[src/rtl/horner_poly_eval.sv]
// Handshaked Horner polynomial evaluator with a run-time writable coefficient bank.
// One rounded, saturating multiply-accumulate per cycle; sticky overflow per result.
module horner_poly_eval #(
    parameter int WL  = 16,
    parameter int XF  = 14,
    parameter int CL  = 16,
    parameter int CF  = 14,
    parameter int GB  = 4,
    parameter int OW  = 16,
    parameter int DEG = 4,
    localparam int AW = CL + GB,
    localparam int AD = $clog2(DEG + 1)
) (
    input  logic          clk_i,
    input  logic          rst_i,
    input  logic          coeff_we_i,
    input  logic [AD-1:0] coeff_addr_i,
    input  logic [CL-1:0] coeff_wdata_i,
    input  logic          in_valid_i,
    output logic          in_ready_o,
    input  logic [WL-1:0] data_in_i,
    output logic          out_valid_o,
    input  logic          out_ready_i,
    output logic [OW-1:0] data_out_o,
    output logic          ovf_o
);

    localparam int PW = AW + WL;
    localparam logic [AD-1:0] DEG_A = AD'(DEG);
    localparam logic [AD-1:0] KTOP = AD'(DEG - 1);
    localparam logic signed [PW:0] HALF = (PW + 1)'(1) << (XF - 1);
    localparam logic signed [AW-1:0] AMAX = {1'b0, {(AW - 1){1'b1}}};
    localparam logic signed [AW-1:0] AMIN = {1'b1, {(AW - 1){1'b0}}};
    localparam logic [OW-1:0] OMAX = {1'b0, {(OW - 1){1'b1}}};
    localparam logic [OW-1:0] OMIN = {1'b1, {(OW - 1){1'b0}}};

    if (XF < 1 || XF >= WL || OW > AW || DEG < 1 || CF < 0 || GB < 1) begin : g_bad_param
        $error("horner_poly_eval: illegal parameter set");
    end

    typedef enum logic [1:0] {
        S_IDLE,
        S_ITER,
        S_OUT
    } state_t;

    state_t                  state_q, state_d;
    logic signed [AW-1:0]    acc_q, acc_d;
    logic signed [WL-1:0]    x_q, x_d;
    logic        [AD-1:0]    k_q, k_d;
    logic                    flg_q, flg_d;
    logic        [OW-1:0]    dout_q, dout_d;
    logic                    ovf_q, ovf_d;
    logic signed [CL-1:0]    coef_q [DEG+1];
    logic signed [CL-1:0]    coef_d [DEG+1];

    logic signed [PW:0]      prod_w, rnd_w, sh_w;
    logic        [PW-AW+1:0] top_w;
    logic signed [AW-1:0]    mul_s, step_s;
    logic signed [CL-1:0]    ck_w;
    logic        [AW:0]      sum_w;
    logic        [AW-OW:0]   otop_w;
    logic        [OW-1:0]    out_s;
    logic                    clip1, clip2, clip3;

    always_comb begin
        state_d = state_q;
        acc_d   = acc_q;
        x_d     = x_q;
        k_d     = k_q;
        flg_d   = flg_q;
        dout_d  = dout_q;
        ovf_d   = ovf_q;
        coef_d  = coef_q;

        // Exact product, round-half-up, then clamp into the accumulator.
        prod_w = (PW + 1)'(acc_q) * (PW + 1)'(x_q);
        rnd_w  = prod_w + HALF;
        sh_w   = rnd_w >>> XF;
        top_w  = sh_w[PW:AW-1];
        clip1  = !((&top_w) || !(|top_w));
        mul_s  = clip1 ? (sh_w[PW] ? AMIN : AMAX) : sh_w[AW-1:0];

        ck_w   = coef_q[k_q];
        sum_w  = {mul_s[AW-1], mul_s} + (AW + 1)'(ck_w);
        clip2  = sum_w[AW] ^ sum_w[AW-1];
        step_s = clip2 ? (sum_w[AW] ? AMIN : AMAX) : sum_w[AW-1:0];

        otop_w = step_s[AW-1:OW-1];
        clip3  = !((&otop_w) || !(|otop_w));
        out_s  = clip3 ? (step_s[AW-1] ? OMIN : OMAX) : step_s[OW-1:0];

        unique case (state_q)
            S_IDLE: begin
                if (coeff_we_i && coeff_addr_i <= DEG_A) begin
                    coef_d[coeff_addr_i] = coeff_wdata_i;
                end
                if (in_valid_i) begin
                    x_d     = data_in_i;
                    acc_d   = AW'(coef_q[DEG]);
                    k_d     = KTOP;
                    flg_d   = 1'b0;
                    state_d = S_ITER;
                end
            end
            S_ITER: begin
                acc_d = step_s;
                flg_d = flg_q | clip1 | clip2;
                if (k_q == '0) begin
                    dout_d  = out_s;
                    ovf_d   = flg_q | clip1 | clip2 | clip3;
                    state_d = S_OUT;
                end else begin
                    k_d = k_q - 1'b1;
                end
            end
            S_OUT: begin
                if (out_ready_i) begin
                    state_d = S_IDLE;
                end
            end
            default: state_d = S_IDLE;
        endcase
    end

    always_ff @(posedge clk_i or posedge rst_i) begin
        if (rst_i) begin
            state_q <= S_IDLE;
            acc_q   <= '0;
            x_q     <= '0;
            k_q     <= '0;
            flg_q   <= 1'b0;
            dout_q  <= '0;
            ovf_q   <= 1'b0;
            for (int i = 0; i <= DEG; i++) begin
                coef_q[i] <= '0;
            end
        end else begin
            state_q <= state_d;
            acc_q   <= acc_d;
            x_q     <= x_d;
            k_q     <= k_d;
            flg_q   <= flg_d;
            dout_q  <= dout_d;
            ovf_q   <= ovf_d;
            coef_q  <= coef_d;
        end
    end

    assign in_ready_o  = (state_q == S_IDLE);
    assign out_valid_o = (state_q == S_OUT);
    assign data_out_o  = dout_q;
    assign ovf_o       = ovf_q;

endmodule

[config.mk]
export PLATFORM = sky130hd
export DESIGN_NAME = horner_poly_eval
export DESIGN_NICKNAME = d
export VERILOG_FILES = /design/src/rtl/horner_poly_eval.sv
export SDC_FILE = /design/constraint.sdc
export NUM_CORES = 1
export LEC_CHECK = 0
export CAP_MARGIN = 20
export CORE_MARGIN = 3
export CORE_UTILIZATION = 55
export CTS_CLUSTER_DIAMETER = 40
export DETAILED_ROUTE_END_ITERATION = 16
export PLACE_DENSITY = 0.81
export SLEW_MARGIN = 25
export SYNTH_ARGS = -nofsm -noshare
export SYNTH_HDL_FRONTEND = slang
export SYNTH_SLANG_ARGS = --single-unit
export TNS_END_PERCENT = 30
[constraint.sdc]
create_clock -name clk_i -period 26.3 [get_ports clk_i]
set_input_delay 2.63 -clock clk_i [delete_from_list [all_inputs] [get_ports clk_i]]
set_output_delay 2.63 -clock clk_i [all_outputs]
set_load 0.02 [all_outputs]
# Yosys cells after proc, flatten, opt, wreduce, memory -nomap -nowiden

Cells that the tools add are included.

Bits in registers: 139
Input bits: 40
Logic and storage cells: 76

Eq/ne operators: 6
$add $sub $neg: 3
Multiplexer cells: 23
$lt $le $gt $ge: 4
Bitwise operators: 6
Multiply operators: 1
Reduce and logical (&&, ||, !) cells: 21

Operators by type and width:

| operator                                                              | count |
|---|---|
| 20-bit 2-to-1 mux                                                     | 5 |
| 80-bit bitwise mux                                                    | 1 |
| 16-bit 2-to-1 mux                                                     | 5 |
| 16-bit binary-select mux with 3-bit select                            | 1 |
| 16-bit demux with 3-bit select                                        | 1 |
| 20-bit one-hot mux with 2 select lines                                | 1 |
| 36-bit by 15-bit adder with 37-bit output (second input constant)     | 1 |
| 20-bit by 16-bit multiplier with 36-bit output                        | 1 |
| 20-bit by 16-bit adder with 21-bit output                             | 1 |
| 4-bit greater-or-equal comparator (second input constant)             | 2 |
| 3-bit inverter with 4-bit output                                      | 2 |
| 2-bit AND reduction                                                   | 4 |
| 2-bit 2-to-1 mux                                                      | 3 |
| 3-bit 2-to-1 mux                                                      | 2 |
| 2-bit != test (second input constant)                                 | 3 |
| 2-bit one-hot mux with 3 select lines                                 | 1 |
| 3-bit one-hot mux with 2 select lines                                 | 1 |
| 3-bit AND reduction                                                   | 2 |
| 5-bit AND reduction                                                   | 1 |
| 5-bit OR reduction                                                    | 1 |
| 1-bit logical NOT                                                     | 4 |
| 4-bit by 1-bit < comparator with 1-bit output (second input constant) | 1 |
| 4-bit AND reduction                                                   | 1 |
| 4-bit OR reduction                                                    | 1 |
| other kinds (14)                                                      | 18 |

# Depth between registers and ports, before layout

Depth in word-level cells: 14
Mapped depth: 49
Depth with buffers taken out: 43

# Least setup slack after synthesis

Ideal clock, no wire load.

Kind: register -> register
From: register acc_q[14]
To: register dout_q[0], in the netlist data_out_o[0]
Setup slack: 16195 ps
Arrival time: 9984 ps
Library setup time: 121 ps
Data required time: 26179 ps
Clock period less this slack: 10105 ps
Buffers on the path: 6
Stages on the path, launching flop included: 48
Cells stage by stage: dfrtp_1 -> clkbuf_1 -> clkbuf_1 -> nand2_1 -> fa_1 -> inv_1 -> fa_1 -> inv_1 -> fa_1 -> inv_1 -> fa_1 -> fa_1 -> inv_1 -> fa_1 -> inv_1 -> ha_1 -> a21o_1 -> a211oi_2 -> [12 not listed] -> and4_1 -> o211ai_1 -> nand2_1 -> a221oi_1 -> o21bai_1 -> a21oi_1 -> o21bai_1 -> xor2_1 -> ha_1 -> clkbuf_1 -> inv_1 -> nand2_1 -> o41ai_1 -> or2_1 -> nor2b_1 -> buf_4 -> buf_6 -> a22o_1

Word-level cells in the longest chain between the ends: 13
Elaborated cells on any way between the ends: 18
Classes of those cells: add/sub: 2; mul: 1; mux: 6; bitwise: 1; reduce/logical: 8

RTL lines:

| what                                             | RTL line | source |
|---|---|---|
| start: declaration                               | 48       | `logic signed [AW-1:0] acc_q, acc_d;` |
| start signal: assignment                         | 129      | `acc_q <= '0;` |
| start signal: assignment                         | 140      | `acc_q <= acc_d;` |
| 20-bit by 16-bit multiplier with 36-bit output * | 77       | `prod_w = (PW + 1)'(acc_q) * (PW + 1)'(x_q);` |
| 36-bit by 15-bit adder with 37-bit output *      | 78       | `rnd_w = prod_w + HALF;` |
| 4-bit OR reduction                               | 81       | `clip1 = !((&top_w) \|\| !(\|top_w));` |
| 1-bit logical NOT                                | 81       |  |
| 1-bit logical OR                                 | 81       |  |
| 20-bit 2-to-1 mux *                              | 82       | `mul_s = clip1 ? (sh_w[PW] ? AMIN : AMAX) : sh_w[AW-1:0];` |
| 20-bit by 16-bit adder with 21-bit output *      | 85       | `sum_w = {mul_s[AW-1], mul_s} + (AW + 1)'(ck_w);` |
| 20-bit 2-to-1 mux or 1-bit XOR (tied branches)   | 87, 86   |  |
| 20-bit 2-to-1 mux *                              | 87       | `step_s = clip2 ? (sum_w[AW] ? AMIN : AMAX) : sum_w[AW-1:0];` |
| 5-bit OR reduction                               | 90       | `clip3 = !((&otop_w) \|\| !(\|otop_w));` |
| 1-bit logical NOT                                | 90       |  |
| 1-bit logical OR                                 | 90       |  |
| 16-bit 2-to-1 mux *                              | 91       | `out_s = clip3 ? (step_s[AW-1] ? OMIN : OMAX) : step_s[OW-1:0];` |
| end signal: assignment                           | 144      | `dout_q <= dout_d;` |
| end: declaration                                 | 52       | `logic [OW-1:0] dout_q, dout_d;` |

Mark *: on every way between the ends. The rest lies on a longest branch, timed or not.
A chain may end at the register's enable or synchronous reset.

# Worst setup path after layout

From: register acc_q[19]
To: register ovf_q, in the netlist ovf_o

Word-level cells in the longest chain between the ends: 14
Elaborated cells on any way between the ends: 21
Classes of those cells: add/sub: 2; mul: 1; mux: 4; bitwise: 4; reduce/logical: 10

RTL lines:

| what                                             | RTL line | source |
|---|---|---|
| 20-bit by 16-bit multiplier with 36-bit output * | 77       |  |
| 36-bit by 15-bit adder with 37-bit output *      | 78       |  |
| 4-bit OR reduction                               | 81       |  |
| 1-bit logical NOT                                | 81       |  |
| 1-bit logical OR                                 | 81       |  |
| 20-bit 2-to-1 mux                                | 82       |  |
| 20-bit by 16-bit adder with 21-bit output        | 85       |  |
| 20-bit 2-to-1 mux or 1-bit XOR (tied branches)   | 87, 86   |  |
| 20-bit 2-to-1 mux                                | 87       |  |
| 5-bit OR reduction                               | 90       |  |
| 1-bit logical NOT                                | 90       |  |
| 1-bit logical OR                                 | 90       |  |
| 1-bit logical NOT                                | 90       |  |
| 1-bit OR *                                       | 111      | `ovf_d = flg_q \| clip1 \| clip2 \| clip3;` |
| end signal: assignment                           | 145      | `ovf_q <= ovf_d;` |
| end: declaration                                 | 53       | `logic ovf_q, ovf_d;` |

Marks and branches as above.

==> run summary <==
The clock tree synthesis step divided the H-tree into 4 levels. The final max-slew violation count is 0. Synthesis produced a netlist with a net count of 2482. After floorplanning, the core was sized to cover 0.0339 mm². The gate count after technology mapping is 2008. The simple-gate share of the synthesized area is 12.9%. The post-CTS repair timing setup buffer count came out at 0.

The row count is 67. The number of buffers inserted by hold repair at cts came out at 0. STA puts the critical path data arrival time at about 12 ns. After detailed routing, the average wire length per cell comes to 19.7 µm. The logic depth of the worst register-to-register path came out at 38.

The via count of the first global-routing pass came out at 15100. The kind of critical path is reg2reg. The end point of the critical path is ovf_o. The longest clock path from root to sink contains 2 buffers.

After synthesis, the largest family of logic cells by area is adder cells. The clock latency reported for the late side of the worst-skew pair came out at 0.44 ns. The synthesized netlist devotes 9.46% of its cell area to compound gates. STA classifies the critical path startpoint as a flop. The final net count is about 2500. The first global-routing pass estimated 78000 µm of wire. In this run the worst hold path is classified as reg2reg. The remaining antenna violation count is 0. The number of antenna violations at the first check in global routing is 1. The width of the die came out at 192 µm. The DRC marker count from the first detailed-route iteration is 1087. The number of library cell types mapped by synthesis is 67. Leaving out fill and tap cells, the most frequent cells in the layout are sky130_fd_sc_hd__inv_1, sky130_fd_sc_hd__fa_1, sky130_fd_sc_hd__nand2_1, sky130_fd_sc_hd__dfrtp_1, sky130_fd_sc_hd__and2_1. The average via count per standard cell came out at 5.75.

The full die area came out at ~0.037 mm². Setup repair after global routing left no endpoint under its margin. The average instance in the mapped netlist occupies 9.51 µm².

After clock tree synthesis, the clock-pin slew on the worst setup and hold paths is 0.06 ns. The number of violations of the max-capacitance limit is 0. The cell with the largest stage delay on the worst path is sky130_fd_sc_hd__dfrtp_1.

TritonCTS built the clock tree. The first-pass iteration count of the detailed router is 6. Global routing used 27.4% of the available tracks across all layers. The clock period minus final worst setup slack is 11.88 ns.

The effective utilization at floorplan is 56.4%. Data on the critical path is required at its endpoint by ~27 ns. Summing every instance area after synthesis gives approximately 0.019 mm². The total number of vias came out at 14000. The number of placed I/O pins came out at 59. The upper clock frequency limit came out at between 0.08 and 0.09 GHz.

The final-report hold violation count is 0. The most common cell after layout, fill and taps aside is sky130_fd_sc_hd__inv_1. The count of clock tree sinks came out at 139. The endpoint identified for the worst register-to-register timing path is ovf_o. The final clock skew is 0.0130 ns. The adder-cell share of the synthesized area is between 40% and 50%. The most numerous cell type found on the critical path is sky130_fd_sc_hd__fa_1. The logic depth of the worst setup path including buffers is 38.

From synthesis to final layout, the design area changed by 7.20%. The post-route clock period utilization came out at 45.2%. Setup violations remaining at the end of the flow were counted as 0. The run finished with clean final reports.

At the pin with the least slew margin, the transition time is 0.978 ns. The DRC violation count after routing came out at 0. The number of instances resized during post-cts repair is 0.

In this run the critical register-to-register path is launched from acc_q[19]. At the end of routability-driven placement, the weighted congestion stood at 0.948. STA classifies the critical path endpoint as a flop. Entering global routing, the biggest net connects 84 pins. In the final timing run, aggregate negative setup slack is 0 ns. The most critical setup path has its startpoint at acc_q[19]. The count of synthesis-stage warnings from yosys came out at 0. The post-synthesis sequential element count came out at approximately 140. The global route total overflow is 0. The maximum single-stage delay on the critical path came out at roughly 0.79 ns.

The total clock buffers created by CTS is 17. The proportion of layout cells with a drive suffix above 1 came out at between 7 and 8%. The total routed wirelength came out at 48200 µm. The headroom to the max-slew limit is between 30% and 40%. Broken down by cell family, the worst path's largest delay share belongs to adder cells.

The die height is 192 µm. The share of flip-flops with an asynchronous set or reset is 100%. The post-synthesis xor/xnor area fraction is 1.93%. The worst path buffer plus inverter count is 4. The maximum fanout along the worst path came out at 20. The share of synthesized area spent on multiplexers came out at 6.40%. The setup slack on the worst flop-to-flop path is roughly 14 ns. The top flip-flop cell by instance count after synthesis is sky130_fd_sc_hd__dfrtp_1. The proportion of synthesized chip area in sequential cells is ~18%. The count of flip-flops with a built-in enable after synthesis came out at 0. The master cell of the clock root buffer is sky130_fd_sc_hd__clkbuf_16. Input and output buffers added on the ports amount to 58. Summed over all nets, the half-perimeter wirelength after detailed placement is around 38000 µm.
==> synth_stat cells (all sizes together), types with 5 or more instances <==
master | n | share of area [%]
a211oi | 5 | 0.25
a21boi | 25 | 1.2
a21o | 20 | 0.79
a21oi | 64 | 1.7
a22o | 15 | 0.69
a31oi | 6 | 0.20
and2 | 115 | 3.8
buf | 10 | 0.32
clkbuf | 102 | 2.0
dfrtp | 139 | 18
fa | 324 | 34
ha | 110 | 7.2
inv | 383 | 7.5
mux2 | 80 | 4.7
mux2i | 32 | 1.7
nand2 | 279 | 5.5
nand2b | 10 | 0.33
nand3 | 6 | 0.16
nand4 | 6 | 0.20
nor2 | 68 | 1.3
nor2b | 8 | 0.26
nor3 | 9 | 0.35
o21a | 13 | 0.51
o21ai | 28 | 0.81
o21bai | 7 | 0.28
o22a | 18 | 0.83
o22ai | 32 | 1.0
o31a | 5 | 0.23
xnor2 | 29 | 1.3
xor2 | 13 | 0.60
==> cell type report <==
cell class	count	area [µm²]
fillers	2723	13400
flip-flops and latches	139	3480
diodes	1	2.50
clock buffers	18	429
multi-input cells	1373	13700
well taps	448	561
clock inverters	14	151
inverters	384	1450
repair buffers	68	663
==> worst min-delay path by stage <==
| stage | start | endpoint | slack [ns] | cells past startpoint |
|---|---|---|---|---|
| after floorplan | coef_q[73] | coef_q[73] | 0.48 | 1 |
| after global placement | data_out_o[15] | data_out_o[15] | 0.47 | 2 |
| after detailed placement | coef_q[36] | coef_q[36] | 0.49 | 1 |
| after CTS | data_out_o[15] | data_out_o[15] | 0.50 | 2 |
| after global routing | coef_q[58] | coef_q[58] | 0.51 | 1 |
| final | data_out_o[15] | data_out_o[15] | 0.50 | 2 |
==> worst reg2reg max path, delay by kind of cell (launching register included) <==
family                     cells  cell delay (ns)
buffers and inverters          4             1.06
DFF                            1             0.79
and+or+nand+nor               10             2.34
xor gates and xnor gates       1             0.16
adders and majority gates      9             4.10
AOI/OAI and AO/OA             14             3.31
==> layer usage <==
metal	global-route usage, %	routed length (µm)	vias up
met3	5.61	3600	147
met5	0	0	-
met2	46.7	23700	573
met1	33.6	18400	7134
met4	12.4	2480	0
li1	-	-	6195
==> stage by stage <==
step | instance area, µm² | util, % | hold slack, ns | cells | setup WS, ns
2_1_floorplan | 19100 | - | 0.479 | 2008 | 16.20
3_3_place_gp | 19900 | 58.6 | 0.473 | 2411 | 14.47
3_5_place_dp | 19900 | 58.6 | 0.492 | 2411 | 14.00
4_1_cts | 20400 | 60.4 | 0.504 | 2443 | 13.87
5_1_grt | 20500 | 60.4 | 0.512 | 2445 | 13.68
6_report | 20500 | 60.4 | 0.503 | 2445 | 14.42
==> sequential cells by signal (all words and copies together) (netlist names) <==
signal	cells
flg_q	1
k_q	3
x_q	16
data_out_o	16
ovf_o	1
acc_q	20
state_q	2
coef_q	80
==> logic make-up after synthesis <==
kind of cell	after synthesis
flip-flops	139
adder cells (fa/ha/maj)	434
AO/OA/AOI/OAI	258
AND/OR/NAND/NOR	527
multiplexers	112
buffers and inverters	496
XOR/XNOR	42
Power is left out: the tool's default activity adds up to more than one toggle a clock period on the data nets, which glitch-free logic cannot reach.
